`src/rtl/uart_sched.sv`:
```
// rtl/uart_sched.sv - two-requester round-robin scheduler driving a 32-bit UART controller
module uart_sched #(
    parameter int LOAD_CYC  = 16,
    parameter int CLOSE_CYC = 4,
    parameter int TO_W      = 24
) (
    input  logic        clk,
    input  logic        rst_n,
    input  logic [1:0]  rq_valid,
    input  logic [1:0]  rq_wr,
    input  logic [63:0] rq_wdata,
    output logic [1:0]  rq_ack,
    output logic [1:0]  rq_done,
    output logic        rq_err,
    output logic [31:0] rq_rdata,
    output logic [2:0]  UnUc_wr_sel,
    output logic [31:0] UbUc_data_in,
    output logic        UbUc_data_in_en,
    input  logic        UcUn_txd_valid,
    input  logic        UcUn_rxd_ready,
    input  logic [31:0] UcUb_data_out
);

    localparam int CNT_MAX = (LOAD_CYC > CLOSE_CYC) ? LOAD_CYC : CLOSE_CYC;
    localparam int CW      = $clog2(CNT_MAX + 1);
    localparam logic [CW-1:0]   LOAD_LAST  = CW'(LOAD_CYC - 1);
    localparam logic [CW-1:0]   CLOSE_LAST = CW'(CLOSE_CYC - 1);
    localparam logic [TO_W-1:0] TO_LAST    = {{(TO_W-1){1'b1}}, 1'b0};

    typedef enum logic [2:0] {
        S_IDLE  = 3'd0,
        S_OPEN  = 3'd1,
        S_LOAD  = 3'd2,
        S_WAIT  = 3'd3,
        S_CLOSE = 3'd4
    } state_t;

    state_t          state_q, state_d;
    logic [2:0]      tx_sync_q, tx_sync_d;
    logic [2:0]      rx_sync_q, rx_sync_d;
    logic            ptr_q, ptr_d;
    logic            sel_q, sel_d;
    logic            wr_q, wr_d;
    logic [31:0]     wdata_q, wdata_d;
    logic [CW-1:0]   cnt_q, cnt_d;
    logic [TO_W-1:0] to_q, to_d;
    logic            err_q, err_d;
    logic [31:0]     rdata_q, rdata_d;
    logic [1:0]      ack_q, ack_d;

    logic any_req, grant_idx, tx_rise, rx_rise, edge_hit, timeout;
    logic load_last, close_last;

    // [0]/[1] are the synchronizer pair, [2] holds the previous synchronized level
    assign tx_rise    = tx_sync_q[1] & ~tx_sync_q[2];
    assign rx_rise    = rx_sync_q[1] & ~rx_sync_q[2];
    assign any_req    = |rq_valid;
    assign grant_idx  = (&rq_valid) ? ~ptr_q : rq_valid[1];
    assign edge_hit   = wr_q ? tx_rise : rx_rise;
    assign timeout    = (to_q == TO_LAST);
    assign load_last  = (cnt_q == LOAD_LAST);
    assign close_last = (cnt_q == CLOSE_LAST);

    always_ff @(posedge clk or negedge rst_n) begin
        if (!rst_n) begin
            state_q <= S_IDLE;
        end else begin
            state_q <= state_d;
        end
    end

    always_comb begin
        state_d = state_q;
        case (state_q)
            S_IDLE:  if (any_req) state_d = S_OPEN;
            S_OPEN:  state_d = wr_q ? S_LOAD : S_WAIT;
            S_LOAD:  if (load_last) state_d = S_WAIT;
            S_WAIT:  if (edge_hit || timeout) state_d = S_CLOSE;
            S_CLOSE: if (close_last) state_d = S_IDLE;
            default: state_d = S_IDLE;
        endcase
    end

    always_comb begin
        tx_sync_d = {tx_sync_q[1:0], UcUn_txd_valid};
        rx_sync_d = {rx_sync_q[1:0], UcUn_rxd_ready};
        ptr_d     = ptr_q;
        sel_d     = sel_q;
        wr_d      = wr_q;
        wdata_d   = wdata_q;
        cnt_d     = cnt_q;
        to_d      = to_q;
        err_d     = err_q;
        rdata_d   = rdata_q;
        ack_d     = 2'b00;
        case (state_q)
            S_IDLE: begin
                if (any_req) begin
                    ack_d     = grant_idx ? 2'b10 : 2'b01;
                    ptr_d     = grant_idx;
                    sel_d     = grant_idx;
                    wr_d      = rq_wr[grant_idx];
                    wdata_d   = grant_idx ? rq_wdata[63:32] : rq_wdata[31:0];
                    cnt_d     = '0;
                    to_d      = '0;
                    err_d     = 1'b0;
                    rdata_d   = '0;
                end
            end
            S_OPEN:  cnt_d = '0;
            S_LOAD:  cnt_d = load_last ? '0 : cnt_q + CW'(1);
            S_WAIT: begin
                to_d  = to_q + TO_W'(1);
                cnt_d = '0;
                // an edge in the timeout cycle still counts as success
                if (edge_hit) begin
                    err_d = 1'b0;
                    if (!wr_q) rdata_d = UcUb_data_out;
                end else if (timeout) begin
                    err_d   = 1'b1;
                    rdata_d = '0;
                end
            end
            S_CLOSE: cnt_d = cnt_q + CW'(1);
            default: cnt_d = '0;
        endcase
    end

    always_ff @(posedge clk or negedge rst_n) begin
        if (!rst_n) begin
            tx_sync_q <= '0;
            rx_sync_q <= '0;
            ptr_q     <= 1'b1;
            sel_q     <= 1'b0;
            wr_q      <= 1'b0;
            wdata_q   <= '0;
            cnt_q     <= '0;
            to_q      <= '0;
            err_q     <= 1'b0;
            rdata_q   <= '0;
            ack_q     <= 2'b00;
        end else begin
            tx_sync_q <= tx_sync_d;
            rx_sync_q <= rx_sync_d;
            ptr_q     <= ptr_d;
            sel_q     <= sel_d;
            wr_q      <= wr_d;
            wdata_q   <= wdata_d;
            cnt_q     <= cnt_d;
            to_q      <= to_d;
            err_q     <= err_d;
            rdata_q   <= rdata_d;
            ack_q     <= ack_d;
        end
    end

    // ack is registered so it is clean during reset; it coincides with the OPEN cycle
    always_comb begin
        rq_ack          = ack_q;
        rq_done         = 2'b00;
        rq_err          = 1'b0;
        rq_rdata        = '0;
        UnUc_wr_sel     = 3'b000;
        UbUc_data_in    = '0;
        UbUc_data_in_en = 1'b0;
        case (state_q)
            S_OPEN: UnUc_wr_sel = wr_q ? 3'b100 : 3'b010;
            S_LOAD: begin
                UbUc_data_in_en = 1'b1;
                UbUc_data_in    = wdata_q;
            end
            S_CLOSE: begin
                UnUc_wr_sel = 3'b001;
                if (close_last) begin
                    rq_done  = sel_q ? 2'b10 : 2'b01;
                    rq_err   = err_q;
                    rq_rdata = rdata_q;
                end
            end
            default: UnUc_wr_sel = 3'b000;
        endcase
    end

endmodule

```
`config.mk`:
```
export PLATFORM = sky130hd
export DESIGN_NAME = uart_sched
export DESIGN_NICKNAME = d
export VERILOG_FILES = /design/src/rtl/uart_sched.sv
export SDC_FILE = /design/constraint.sdc
export NUM_CORES = 1
export LEC_CHECK = 0
export ABC_AREA = 0
export CAP_MARGIN = 20
export CORE_MARGIN = 2
export CORE_UTILIZATION = 52
export CTS_BUF_LIST = sky130_fd_sc_hd__clkbuf_4
export DETAILED_ROUTE_END_ITERATION = 10
export GPL_TIMING_DRIVEN = 0
export PLACE_DENSITY = 0.89
export SLEW_MARGIN = 20
export SYNTH_ARGS = -nofsm -noshare
export SYNTH_HDL_FRONTEND = slang
export SYNTH_SLANG_ARGS = --single-unit
```
`constraint.sdc`:
```
create_clock -name clk -period 3.7 [get_ports clk]
set_input_delay 0.555 -clock clk [delete_from_list [all_inputs] [get_ports clk]]
set_output_delay 0.555 -clock clk [all_outputs]
set_load 0.005 [all_outputs]
```
==> impl_metrics.toml <==
[layout]
drive_gt1_share_pct = 8.11
regArea_mm2 = 0.00270
fin_util_pct = 73.6
num-nets-final = 844
final.fill_count = 746
stdcell_count = 876
area_delta_synth_final_pct = 37.9
stdcell_area_mm2 = 0.00759
multiInputGateArea_mm2 = 0.00256
antenna_cells = 0

[power]
finalPower_mw = 4.55
power_density_mw_per_mm2 = 599
power.leakage_nw = 3.48
ir_drop_mv = 0.321

[sta]
fmax_mhz = 287
final_hold_viol_count = 0
finalCriticalPeriod_ns = 3.49
fin_crit_sh_pct = 94.3
relSlewSlack_pct = 67.9
fin_setup_tns_ns = 0
rsz0062_at_grt = "false"
skew_ns = 0.0245
timing.hold.ws_ns = 0.368
layout_setup_ws_ns = 0.212
maxSlewViolCount = 0
max_slew.worst_pin.slew_ns = 0.478
setup_violations = 0

[setup_path]
endpoint_kind = "primary output"
critPathRequiredTime_ns = 3.14
path_max_fanout = 10
critPathKind = "register to primary output"
critPathArrivalTime_ns = 2.93
startpoint_type = "register"

[floorplan]
row_count = 37
die-area_mm2 = 0.0114
initial_core_util_pct = 53.4
io_pins = 177
die_w_um = 107
die_h_um = 107
coreArea_mm2 = 0.0103

[logic_synthesis]
synthTopCellsByArea = "dfrtp_1 (49%), and2_1 (8.0%), a21oi_1 (6.1%)"
ys_seq_area_share_pct = 49.1
synth_fa_ha_area_share_pct = 1.14
ys_ff_latch = 108
async_flop_share_pct = 100
yosysWarnings = 0
synth_area_per_cell_um2 = 10.1
synth_compound_area_share_pct = 26.2
synth_top_area_share_pct = 48.6
yosysUniqueCellTypes = 55
yosysMostFrequentCell = "dfrtp_1"
synth_edf_count = 0
synth_top_family_by_area = "compound AO/OA/AOI/OAI gates"
synth_top_area_cell = "dfrtp_1"
syn_area_mm2 = 0.00551
yosys-mux-area-fraction_pct = 1.45
ys.flop_type = "dfrtp_1"
synthTopCellsByCount = "dfrtp_1 (107), and2_1 (70), a21oi_1 (67)"
syn-instance-count = 546
yosys.area_share.simple_pct = 17.4
synth.net_count = 655
synth-xor-area-share_pct = 0.159

[grt]
grt_pass1_wl_mm = 25.0
grt_util_all_layers_pct = 27.4
grt-busiest-layer = "met2"
antenna_found_initial = 0
grt.overflow.total = 0
use_met3_pct = 7.78
met2_usage_pct = 45.3
grt_pass1_vias = 5277
grt_max_degree = 78
globalRouteMet1Util_pct = 33.6

[placed_design]
place_congestion = 0.811
placed_area_mm2 = 0.00747
numPortBuffers = 176
dp_worst_setup_slack_ns = 0.518
placed_cells = 859
hpwlAfterDp_mm = 11.2

[clock_network]
root_buffer = "clkbuf_4"
cts.sinks = 108
cts_tree = "built"
clk_path_buf_depth = 2
cts_max_level = 3
cts_inserted_buffers = 9
clk_latency_ns = 0.48
clkSlewWorstSetupHoldPaths_ns = 0.16

[outcome]
status = "complete, no violations"

[drt]
wire_per_inst_um = 17.0
drt-initial-drc-count = 254
vias_per_cell = 5.74
dr.pass1.iters = 5
routed-via-count = 5026
ant_nets = 0
drt-total-wl_mm = 14.9
drc = 0

[job]
maxCapViolations = 0

[hold_path]
hold_class = "register to register"
[layout make-up]
| type | instances | share of cell area, % |
|---|---|---|
| Tap cell | 136 | 2.24 |
| Timing Repair Buffer | 178 | 23.7 |
| Sequential cell | 108 | 35.6 |
| Buffer | 43 | 2.90 |
| Inverter | 9 | 0.445 |
| Clock buffer | 12 | 1.19 |
| Clock inverter | 4 | 0.247 |
| Multi-Input combinational cell | 386 | 33.7 |
[path summary, 6_finish.rpt]
| check | start | end | slack, ns | depth (start not counted) |
|---|---|---|---|---|
| min in group asynchronous | rst_n | rdata_q[21] | 0.50 | 2 |
| max in group asynchronous | rst_n | rx_sync_q[0] | 2.52 | 3 |
| min | tx_sync_q[0] | tx_sync_q[1] | 0.37 | 0 |
| max reg2reg | state_q[0] | rdata_q[18] | 1.55 | 8 |
| min reg2reg | tx_sync_q[0] | tx_sync_q[1] | 0.37 | 0 |
| max | cnt_q[0] | rq_rdata[22] | 0.21 | 6 |
[state kept, by name, indices dropped and copies added, names as in the netlist]
register   flops
to_q          24
rx_sync_q      3
tx_sync_q      3
sel_q          1
rq_ack         2
wr_q           1
state_q        3
err_q          1
ptr_q          1
wdata_q       32
rdata_q       32
cnt_q          5
[critical path: stages, from the launching register on]
cell and delay (ns):
dfrtp_1 0.43, ha_1 0.21, or4b_1 0.53, nor2_2 0.33, clkbuf_2 0.27, and2_1 0.18
clkdlybuf4s50_1 0.50
[per-layer routing]
metal / share of wire, % / wire, um
met2: 49 / 7260
met1: 41 / 6050
met4: 2.5 / 368
met3: 8.1 / 1210
met5: 0 / 0
[cells in the final DEF, fill, tap and decap left out, types with 8 or more instances in the layout]
cell / synthesis / final
clkbuf_1: 16 / 13
clkdlybuf4s50_1: 0 / 175
mux2i_1: 8 / 8
nand4_1: 9 / 9
clkbuf_4: 0 / 12
a211oi_1: 33 / 33
a21oi_1: 67 / 67
nand3_1: 14 / 14
o21ai_0: 16 / 16
and2_1: 70 / 70
inv_1: 9 / 9
buf_2: 23 / 23
a22o_1: 33 / 33
dfrtp_1: 107 / 107
a21o_1: 36 / 36
nand2_1: 28 / 28
[where the power goes]
part | switching [mW] | internal, mW
clock | 0.381 | 0.155
combinational | 1.11 | 1.13
sequential | 0.218 | 1.56
[what timing repair did]
action	4_1_cts	5_1_grt
buffers inserted	0	0
setup endpoints to repair	4	27
endpoints found under the hold margin	31	0
resized for setup	1	6
hold buffers	1	0
[logic make-up (layout without fill, tap and decap cells)]
group,Yosys count,after routing
flops,108,108
xor+xnor,1,1
simple gates,160,160
compound gates,212,212
mux,8,8
fa+ha+maj,5,5
buf+inv,52,246
No activity file was read; power rests on OpenSTA's default activity.
